File: src/rtl/fsmc_slave_arbiter_pkg.sv
`default_nettype none
// ============================================================================
//  Package     : fsmc_pkg
//  Description : Shared types and constants for the FSMC slave arbiter.
//                arb_state_t  - transaction FSM state encoding
//                arb_txn_t    - {idx, we, data} record for the pending buffer
//                               and the in-flight transaction
//                C_DEFAULT_RDATA - read data returned when a read times out
//  Revision    : 1.0 - initial release
// ============================================================================
package fsmc_pkg;

    // Widths of the transaction record. The arbiter parameters default to
    // these values and are expected to match them.
    localparam int ARB_CS_WIDTH   = 2;
    localparam int ARB_DATA_WIDTH = 16;

    localparam logic [ARB_DATA_WIDTH-1:0] C_DEFAULT_RDATA = 16'hDEAD;

    typedef enum logic [1:0] {
        IDLE  = 2'd0,
        ISSUE = 2'd1,
        WAIT  = 2'd2,
        DONE  = 2'd3
    } arb_state_t;

    typedef struct packed {
        logic [ARB_CS_WIDTH-1:0]   idx;
        logic                      we;
        logic [ARB_DATA_WIDTH-1:0] data;
    } arb_txn_t;

endpackage
`default_nettype wire

File: src/rtl/fsmc_slave_arbiter_onehot_enc.sv
`default_nettype none
// ============================================================================
//  Module      : fsmc_onehot_enc
//  Description : One-hot to binary index encoder with a multi-hot flag.
//                The index is the OR of all set bit positions, so it is only
//                meaningful when o_multi is low.
//  Ports       : i_vec   - one-hot input vector
//                o_idx   - binary index of the set bit
//                o_multi - more than one bit of i_vec is set
//  Revision    : 1.0 - initial release
// ============================================================================
module fsmc_onehot_enc #(
    parameter int WIDTH = 4,
    parameter int IDX_W = 2
) (
    input  logic [WIDTH-1:0] i_vec,
    output logic [IDX_W-1:0] o_idx,
    output logic             o_multi
);

    always_comb begin
        o_idx = '0;
        for (int i = 0; i < WIDTH; i++) begin
            if (i_vec[i]) begin
                o_idx = o_idx | IDX_W'(i);
            end
        end
    end

    // Clearing the lowest set bit leaves something only when two or more are set.
    assign o_multi = |(i_vec & (i_vec - WIDTH'(1)));

endmodule
`default_nettype wire

File: src/rtl/fsmc_slave_arbiter.sv
`default_nettype none
// ============================================================================
//  Module      : fsmc_slave_arbiter
//  Description : Transaction controller behind the FSMC bus interface.
//                Turns chip-select edges into request/acknowledge handshakes
//                toward 2**CS_WIDTH register slaves, returns read data for the
//                host, buffers one pending transaction and keeps sticky error
//                flags for overrun, multi-hot chip-select and timeout.
//  Ports       : clk, reset            - clock, synchronous active-high reset
//                cs, state, host_wdata - FSMC interface side
//                host_rdata            - read data for the interface bus driver
//                slv_req/we/wdata      - request toward the slaves
//                slv_ack, slv_rdata    - slave response (packed read data)
//                busy                  - FSM active or pending entry held
//                err_clr, err_*        - sticky error flags and their clear
//  Config      : FSMC_ARB_TIMEOUT_EN - when defined, a request not acked
//                within TIMEOUT_CYCLES is abandoned; otherwise WAIT waits
//                indefinitely and err_timeout is tied low.
//  Revision    : 1.0 - initial release
// ============================================================================
module fsmc_slave_arbiter
    import fsmc_pkg::*;
#(
    parameter int                    CS_WIDTH       = ARB_CS_WIDTH,
    parameter int                    DATA_WIDTH     = ARB_DATA_WIDTH,
    parameter int                    TIMEOUT_CYCLES = 64,
    parameter logic [DATA_WIDTH-1:0] DEFAULT_RDATA  = C_DEFAULT_RDATA,
    localparam int                   NUM_SLV        = 2**CS_WIDTH
) (
    input  logic                          clk,
    input  logic                          reset,
    input  logic [NUM_SLV-1:0]            cs,
    input  logic                          state,
    input  logic [DATA_WIDTH-1:0]         host_wdata,
    output logic [DATA_WIDTH-1:0]         host_rdata,
    output logic [NUM_SLV-1:0]            slv_req,
    output logic                          slv_we,
    output logic [DATA_WIDTH-1:0]         slv_wdata,
    input  logic [NUM_SLV-1:0]            slv_ack,
    input  logic [NUM_SLV*DATA_WIDTH-1:0] slv_rdata,
    output logic                          busy,
    input  logic                          err_clr,
    output logic                          err_overrun,
    output logic                          err_multi_cs,
    output logic                          err_timeout
);

    logic [NUM_SLV-1:0]    r_cs_q;
    logic                  r_state_q;
    logic [CS_WIDTH-1:0]   w_cs_idx;
    logic [CS_WIDTH-1:0]   w_csq_idx;
    logic                  w_cs_multi;
    logic                  w_csq_multi;

    logic                  w_rd_evt;
    logic                  w_wr_evt;
    logic                  w_evt_valid;
    logic                  w_evt_multi;
    arb_txn_t              w_evt;

    arb_state_t            r_fsm;
    arb_txn_t              r_cur;
    arb_txn_t              r_pend;
    logic                  r_pend_vld;

    logic                  w_start_pend;
    logic                  w_start_evt;
    logic                  w_buf_evt;
    logic                  w_overrun;
    arb_txn_t              w_next;
    logic [NUM_SLV-1:0]    w_next_req;
    logic                  w_ack_hit;
    logic [DATA_WIDTH-1:0] w_rdata_arr [NUM_SLV];
    logic [DATA_WIDTH-1:0] w_sel_rdata;

    // ------------------------------------------------------------------------
    // Event detection
    // ------------------------------------------------------------------------
    fsmc_onehot_enc #(
        .WIDTH (NUM_SLV),
        .IDX_W (CS_WIDTH)
    ) u_enc_cs (
        .i_vec   (cs),
        .o_idx   (w_cs_idx),
        .o_multi (w_cs_multi)
    );

    fsmc_onehot_enc #(
        .WIDTH (NUM_SLV),
        .IDX_W (CS_WIDTH)
    ) u_enc_cs_q (
        .i_vec   (r_cs_q),
        .o_idx   (w_csq_idx),
        .o_multi (w_csq_multi)
    );

    // Reads start on the rising select; writes fire when select drops, which
    // is when the interface has the host data captured.
    assign w_rd_evt    = (|(cs & ~r_cs_q)) & state;
    assign w_wr_evt    = (|r_cs_q) & ~(|cs) & ~r_state_q;
    assign w_evt_valid = (w_rd_evt & ~w_cs_multi)  | (w_wr_evt & ~w_csq_multi);
    assign w_evt_multi = (w_rd_evt &  w_cs_multi)  | (w_wr_evt &  w_csq_multi);

    always_comb begin
        w_evt.idx  = w_rd_evt ? w_cs_idx : w_csq_idx;
        w_evt.we   = ~w_rd_evt;
        w_evt.data = w_rd_evt ? '0 : host_wdata;
    end

    // ------------------------------------------------------------------------
    // Scheduling: a buffered entry always goes before a new event. In DONE
    // the buffer drains this cycle, so a simultaneous event can refill it.
    // ------------------------------------------------------------------------
    assign w_start_pend = (r_fsm == DONE) & r_pend_vld;
    assign w_start_evt  = w_evt_valid & ((r_fsm == IDLE) | ((r_fsm == DONE) & ~r_pend_vld));
    assign w_buf_evt    = w_evt_valid & ~w_start_evt & (~r_pend_vld | w_start_pend);
    assign w_overrun    = w_evt_valid & ~w_start_evt & r_pend_vld & ~w_start_pend;
    assign w_next       = w_start_pend ? r_pend : w_evt;

    always_comb begin
        w_next_req             = '0;
        w_next_req[w_next.idx] = 1'b1;
    end

    for (genvar gi = 0; gi < NUM_SLV; gi++) begin : g_rdata_unpack
        assign w_rdata_arr[gi] = slv_rdata[gi*DATA_WIDTH +: DATA_WIDTH];
    end

    assign w_ack_hit   = slv_ack[r_cur.idx];
    assign w_sel_rdata = w_rdata_arr[r_cur.idx];

`ifdef FSMC_ARB_TIMEOUT_EN
    localparam int CNT_W = (TIMEOUT_CYCLES > 1) ? $clog2(TIMEOUT_CYCLES) : 1;
    logic [CNT_W-1:0] r_cnt;
`endif

    // ------------------------------------------------------------------------
    // Transaction FSM. The ack is honoured from the first request cycle so a
    // same-cycle ack completes in the minimum three cycles, and read data is
    // loaded on the ack edge so it is visible together with the request drop.
    // ------------------------------------------------------------------------
    always_ff @(posedge clk) begin
        if (reset) begin
            r_cs_q       <= '0;
            r_state_q    <= 1'b0;
            r_fsm        <= IDLE;
            r_cur        <= '0;
            r_pend       <= '0;
            r_pend_vld   <= 1'b0;
            slv_req      <= '0;
            host_rdata   <= '0;
            err_overrun  <= 1'b0;
            err_multi_cs <= 1'b0;
`ifdef FSMC_ARB_TIMEOUT_EN
            r_cnt        <= '0;
            err_timeout  <= 1'b0;
`endif
        end else begin
            r_cs_q <= cs;
            if (|(cs & ~r_cs_q)) begin
                r_state_q <= state;
            end

            if (w_evt_multi) begin
                err_multi_cs <= 1'b1;
            end else if (err_clr) begin
                err_multi_cs <= 1'b0;
            end

            if (w_overrun) begin
                err_overrun <= 1'b1;
            end else if (err_clr) begin
                err_overrun <= 1'b0;
            end

`ifdef FSMC_ARB_TIMEOUT_EN
            // A timeout in the FSM below overrides this clear.
            if (err_clr) begin
                err_timeout <= 1'b0;
            end
`endif

            if (w_buf_evt) begin
                r_pend     <= w_evt;
                r_pend_vld <= 1'b1;
            end else if (w_start_pend) begin
                r_pend_vld <= 1'b0;
            end

            case (r_fsm)
                IDLE, DONE: begin
                    if (w_start_pend | w_start_evt) begin
                        r_cur   <= w_next;
                        slv_req <= w_next_req;
                        r_fsm   <= ISSUE;
`ifdef FSMC_ARB_TIMEOUT_EN
                        r_cnt   <= '0;
`endif
                    end else begin
                        r_fsm <= IDLE;
                    end
                end
                ISSUE, WAIT: begin
                    if (w_ack_hit) begin
                        slv_req <= '0;
                        if (!r_cur.we) begin
                            host_rdata <= w_sel_rdata;
                        end
                        r_fsm <= DONE;
                    end
`ifdef FSMC_ARB_TIMEOUT_EN
                    else if (r_cnt == CNT_W'(TIMEOUT_CYCLES - 1)) begin
                        slv_req <= '0;
                        if (!r_cur.we) begin
                            host_rdata <= DEFAULT_RDATA;
                        end
                        err_timeout <= 1'b1;
                        r_fsm       <= DONE;
                    end else begin
                        r_cnt <= r_cnt + CNT_W'(1);
                        r_fsm <= WAIT;
                    end
`else
                    else begin
                        r_fsm <= WAIT;
                    end
`endif
                end
                default: r_fsm <= IDLE;
            endcase
        end
    end

`ifndef FSMC_ARB_TIMEOUT_EN
    assign err_timeout = 1'b0;
`endif

    // The in-flight record only changes when a new request is issued, so the
    // write strobe and data stay stable for the whole request.
    assign slv_we    = r_cur.we;
    assign slv_wdata = r_cur.data;
    assign busy      = (r_fsm != IDLE) | r_pend_vld;

endmodule
`default_nettype wire

File: config.mk
export PLATFORM = sky130hd
export DESIGN_NAME = fsmc_slave_arbiter
export DESIGN_NICKNAME = d
export VERILOG_FILES = /design/src/rtl/fsmc_slave_arbiter_pkg.sv /design/src/rtl/fsmc_slave_arbiter_onehot_enc.sv /design/src/rtl/fsmc_slave_arbiter.sv
export SDC_FILE = /design/constraint.sdc
export NUM_CORES = 1
export LEC_CHECK = 0
export BUFFER_PORTS_ARGS = -buffer_cell sky130_fd_sc_hd__buf_2
export CORE_UTILIZATION = 50
export DETAILED_ROUTE_END_ITERATION = 8
export PLACE_DENSITY = 0.8
export SLEW_MARGIN = 25
export SYNTH_ARGS = -nofsm -noshare
export SYNTH_HDL_FRONTEND = slang
export SYNTH_SLANG_ARGS = --single-unit
File: constraint.sdc
create_clock -name clk -period 2.4 [get_ports clk]
set_input_delay 0.48 -clock clk [delete_from_list [all_inputs] [get_ports clk]]
set_output_delay 0.48 -clock clk [all_outputs]
set_load 0.02 [all_outputs]
==> flow_metrics.tcl <==
set metrics [dict create \
    status "finished clean" \
    timing.critical_path.max_delay_family "compound AO/OA/AOI/OAI gates" \
    fin_worst_skew_ns 0.01646 \
    global_route.usage.met1_pct 27.18 \
    global_route.usage.met2_pct 45.10 \
    floorplan.die.height_um 87.98 \
    cp-start-kind "flip-flop" \
    preCtsSetupSlack_ns -0.03522 \
    post_synth_instance_area_um2 3696 \
    p_leak_nw 2.039 \
    firstDrtPassIters 4 \
    syn_to_final_growth_pct 24.24 \
    cts.path.max_buffers 2 \
    tns_ns 0 \
    cp-end-kind "flip-flop" \
    cts.sink_count 68 \
    clkTransAtPathRegs_ns 0.09 \
    layout.nets 612 \
    crit_path_max_fanout 26 \
    timing.fmax_mhz 471.8 \
    yosysUniqueCellTypes 48 \
    critical_path_buf_inv_count 1 \
    synth-seq-cells 68 \
    synth_cells 403 \
    gr-usage-met3_pct 3.864 \
    dr.first_iter.drc_count 168 \
    cts-buffers-inserted 9 \
    antenna_diode_count 0 \
    pin_count_of_the_biggest_net_entering_global_routing 48 \
    layout.cells.most_common "sky130_fd_sc_hd__buf_2" \
    fp.dieW_um 87.98 \
    power.density_nw_per_um2 732.3 \
    max-slew-margin-rel_pct 55.69 \
    async_reset_ff_share_pct 0 \
    cts.repair_timing.setup_buffer_count 0 \
    detailedPlacementHpwl_mm 6.832 \
    grt_pass1_wl_mm 14.46 \
    crit_required_ns 2.65 \
    grt_overflow_total 0 \
    final_setup_violation_count 0 \
    final-max-slew-violation-count 0 \
    cts_htree_levels 3 \
    finalCritPeriodShare_pct 88.32 \
    final_area_um2 4592 \
    io_buffers 131 \
    total_power_mw 3.363 \
    remaining_drc_errors 0 \
    most-common-layout-cells "sky130_fd_sc_hd__buf_2, sky130_fd_sc_hd__dfxtp_1, sky130_fd_sc_hd__a21oi_1, sky130_fd_sc_hd__nand2_1, sky130_fd_sc_hd__nand2b_1" \
    hold_path_startpoint "host_wdata[10]" \
    numPlacedInstances 603 \
    critPathArrivalTime_ns 2.37 \
    cts_repair_resize_count 0 \
    postSynthAreaPerCell_um2 9.171 \
    wl_per_cell_um 15.02 \
    worst-setup-path-type "reg2reg" \
    timing.critical_path.slowest_cell_delay_ns 0.49 \
    route.final.wire_length_mm 9.299 \
    postRouteAntennaNets 0 \
    ir_worst_vdd_mv 0.3035 \
    via_count_of_the_first_global_routing_pass 3223 \
    post_detailed_route_via_to_cell_ratio 5.553 \
    final_core_utilization_pct 65.77 \
    layout_setup_ws_ns 0.2804 \
    grt_util_all_layers_pct 24.09 \
    gp_congestion 0.8630 \
    cts_hold_buf 0 \
    cts.root.buffer_cell "sky130_fd_sc_hd__clkbuf_8" \
    placedInstanceArea_um2 4367 \
    synth-main-ff-cell "sky130_fd_sc_hd__dfxtp_1" \
    final_cell_count_no_fill 619 \
    grt_busiest_layer "met2" \
    grt_setup_unrepaired "no" \
    slowest_library_cell_on_the_worst_path "sky130_fd_sc_hd__or3b_2" \
    syn_nets 497 \
    route.vias.total 3437 \
    min_path_type "in2reg" \
    yosysWarningCount 0 \
    worstSkewPairLatency_ns 0.36 \
    synth_enable_flop_cells 0 \
    num_io_pins 133 \
    floorplan.rows 30 \
    maxCapViolCount 0 \
    start_util_pct 52.94 \
    clock_tree_from_tritoncts "done" \
    crit_chain "or3b_2, o211a_1, o221ai_4, buf_4, a21oi_1, a311oi_1" \
    worstMarginPinSlew_ns 0.6590 \
    final-hold-violation-count 0 \
    antenna_found_initial 0 \
    cp-startpoint "r_cs_q[1]$_SDFF_PP0_" \
    core_area_um2 6982 \
    fin_crit_ns 2.120 \
    synth-seq-area-share_pct 36.83 \
    whs_ns 0.3696 \
    die-area_um2 7740 \
    worst_r2r_startpoint "r_cs_q[1]$_SDFF_PP0_" \
    final_layout_size_suffix_gt1_share_pct 37.86 \
]
-- cell type report --
class,count,area (um^2)
flip-flops and latches,68,1361
fillers,599,2390
repair buffers,150,810.8
clock buffers,9,123.9
clock inverters,7,98.84
multi-input cells,286,2066
inverters,3,11.26
well taps,96,120.1
-- synth_stat cells, types with 3 or more instances --
| cell type | instances | area (um^2) |
|---|---|---|
| sky130_fd_sc_hd__mux4_2 | 17 | 382.9 |
| sky130_fd_sc_hd__buf_4 | 17 | 127.6 |
| sky130_fd_sc_hd__dfxtp_1 | 68 | 1361 |
| sky130_fd_sc_hd__inv_1 | 3 | 11.26 |
| sky130_fd_sc_hd__o211ai_1 | 5 | 37.54 |
| sky130_fd_sc_hd__nor3_1 | 6 | 30.03 |
| sky130_fd_sc_hd__o31ai_1 | 4 | 30.03 |
| sky130_fd_sc_hd__and3_1 | 16 | 100.1 |
| sky130_fd_sc_hd__nand2b_1 | 24 | 150.1 |
| sky130_fd_sc_hd__buf_2 | 3 | 15.01 |
| sky130_fd_sc_hd__a311oi_1 | 13 | 113.9 |
| sky130_fd_sc_hd__clkbuf_1 | 22 | 82.58 |
| sky130_fd_sc_hd__nor2b_1 | 12 | 75.07 |
| sky130_fd_sc_hd__o21a_1 | 3 | 22.52 |
| sky130_fd_sc_hd__nor2_1 | 15 | 56.30 |
| sky130_fd_sc_hd__mux2i_1 | 19 | 190.2 |
| sky130_fd_sc_hd__a21oi_1 | 56 | 280.3 |
| sky130_fd_sc_hd__o21ai_0 | 8 | 40.04 |
| sky130_fd_sc_hd__buf_6 | 3 | 33.78 |
| sky130_fd_sc_hd__a311oi_2 | 3 | 45.04 |
| sky130_fd_sc_hd__nand2_1 | 53 | 198.9 |
-- per-layer routing --
| metal | wire length, um | up-vias |
|---|---|---|
| li1 | - | 1677 |
| met1 | 3838 | 1628 |
| met2 | 4852 | 122 |
| met3 | 527 | 10 |
| met4 | 82 | 0 |
| met5 | 0 | - |
-- registers in the layout, summed over array words and instances, names as in the netlist --
signal and count:
r_cur 2, r_cs_q 4, r_pend_vld 1, r_pend 19, host_rdata 16, slv_we 1
r_fsm 2, err_overrun 1, r_state_q 1, slv_wdata 16, slv_req 4, err_multi_cs 1
-- worst reg2reg max path, stage by stage (launching register included) --
cell and delay, ns:
sky130_fd_sc_hd__dfxtp_1 0.45, sky130_fd_sc_hd__or3b_2 0.49, sky130_fd_sc_hd__o211a_1 0.20, sky130_fd_sc_hd__o221ai_4 0.21, sky130_fd_sc_hd__buf_4 0.30, sky130_fd_sc_hd__a21oi_1 0.11
sky130_fd_sc_hd__a311oi_1 0.26
-- report_power, final --
part / switching, mW / internal [mW] / total (mW)
registers: 0.0604 / 1.23 / 1.29
clock network: 0.473 / 0.590 / 1.06
logic: 0.599 / 0.408 / 1.01
-- cells by family (layout without fill, tap and decap cells) --
group | after synthesis | in the layout | synth area share (%)
simple gates | 140 | 140 | 19.19
buf+inv | 49 | 169 | 7.413
mux | 36 | 36 | 15.50
flops | 68 | 68 | 36.83
compound gates | 105 | 105 | 19.80
fa+ha+maj | 2 | 2 | 0.6769
xor+xnor | 2 | 2 | 0.4740
other cells | 1 | 1 | 0.1015
-- path summary, 6_finish.rpt --
kind                                                   end  slack, ns  depth (start not counted)
worst max-delay path            slv_wdata[15]$_SDFFE_PP0P_       0.28                          6
worst min-delay path               r_pend[10]$_SDFFE_PP0P_       0.37                          3
worst max register to register  slv_wdata[15]$_SDFFE_PP0P_       0.28                          6
worst min register to register  host_rdata[5]$_SDFFE_PP0P_       0.45                          2
Note: power is estimated with default switching activity, not from simulation.
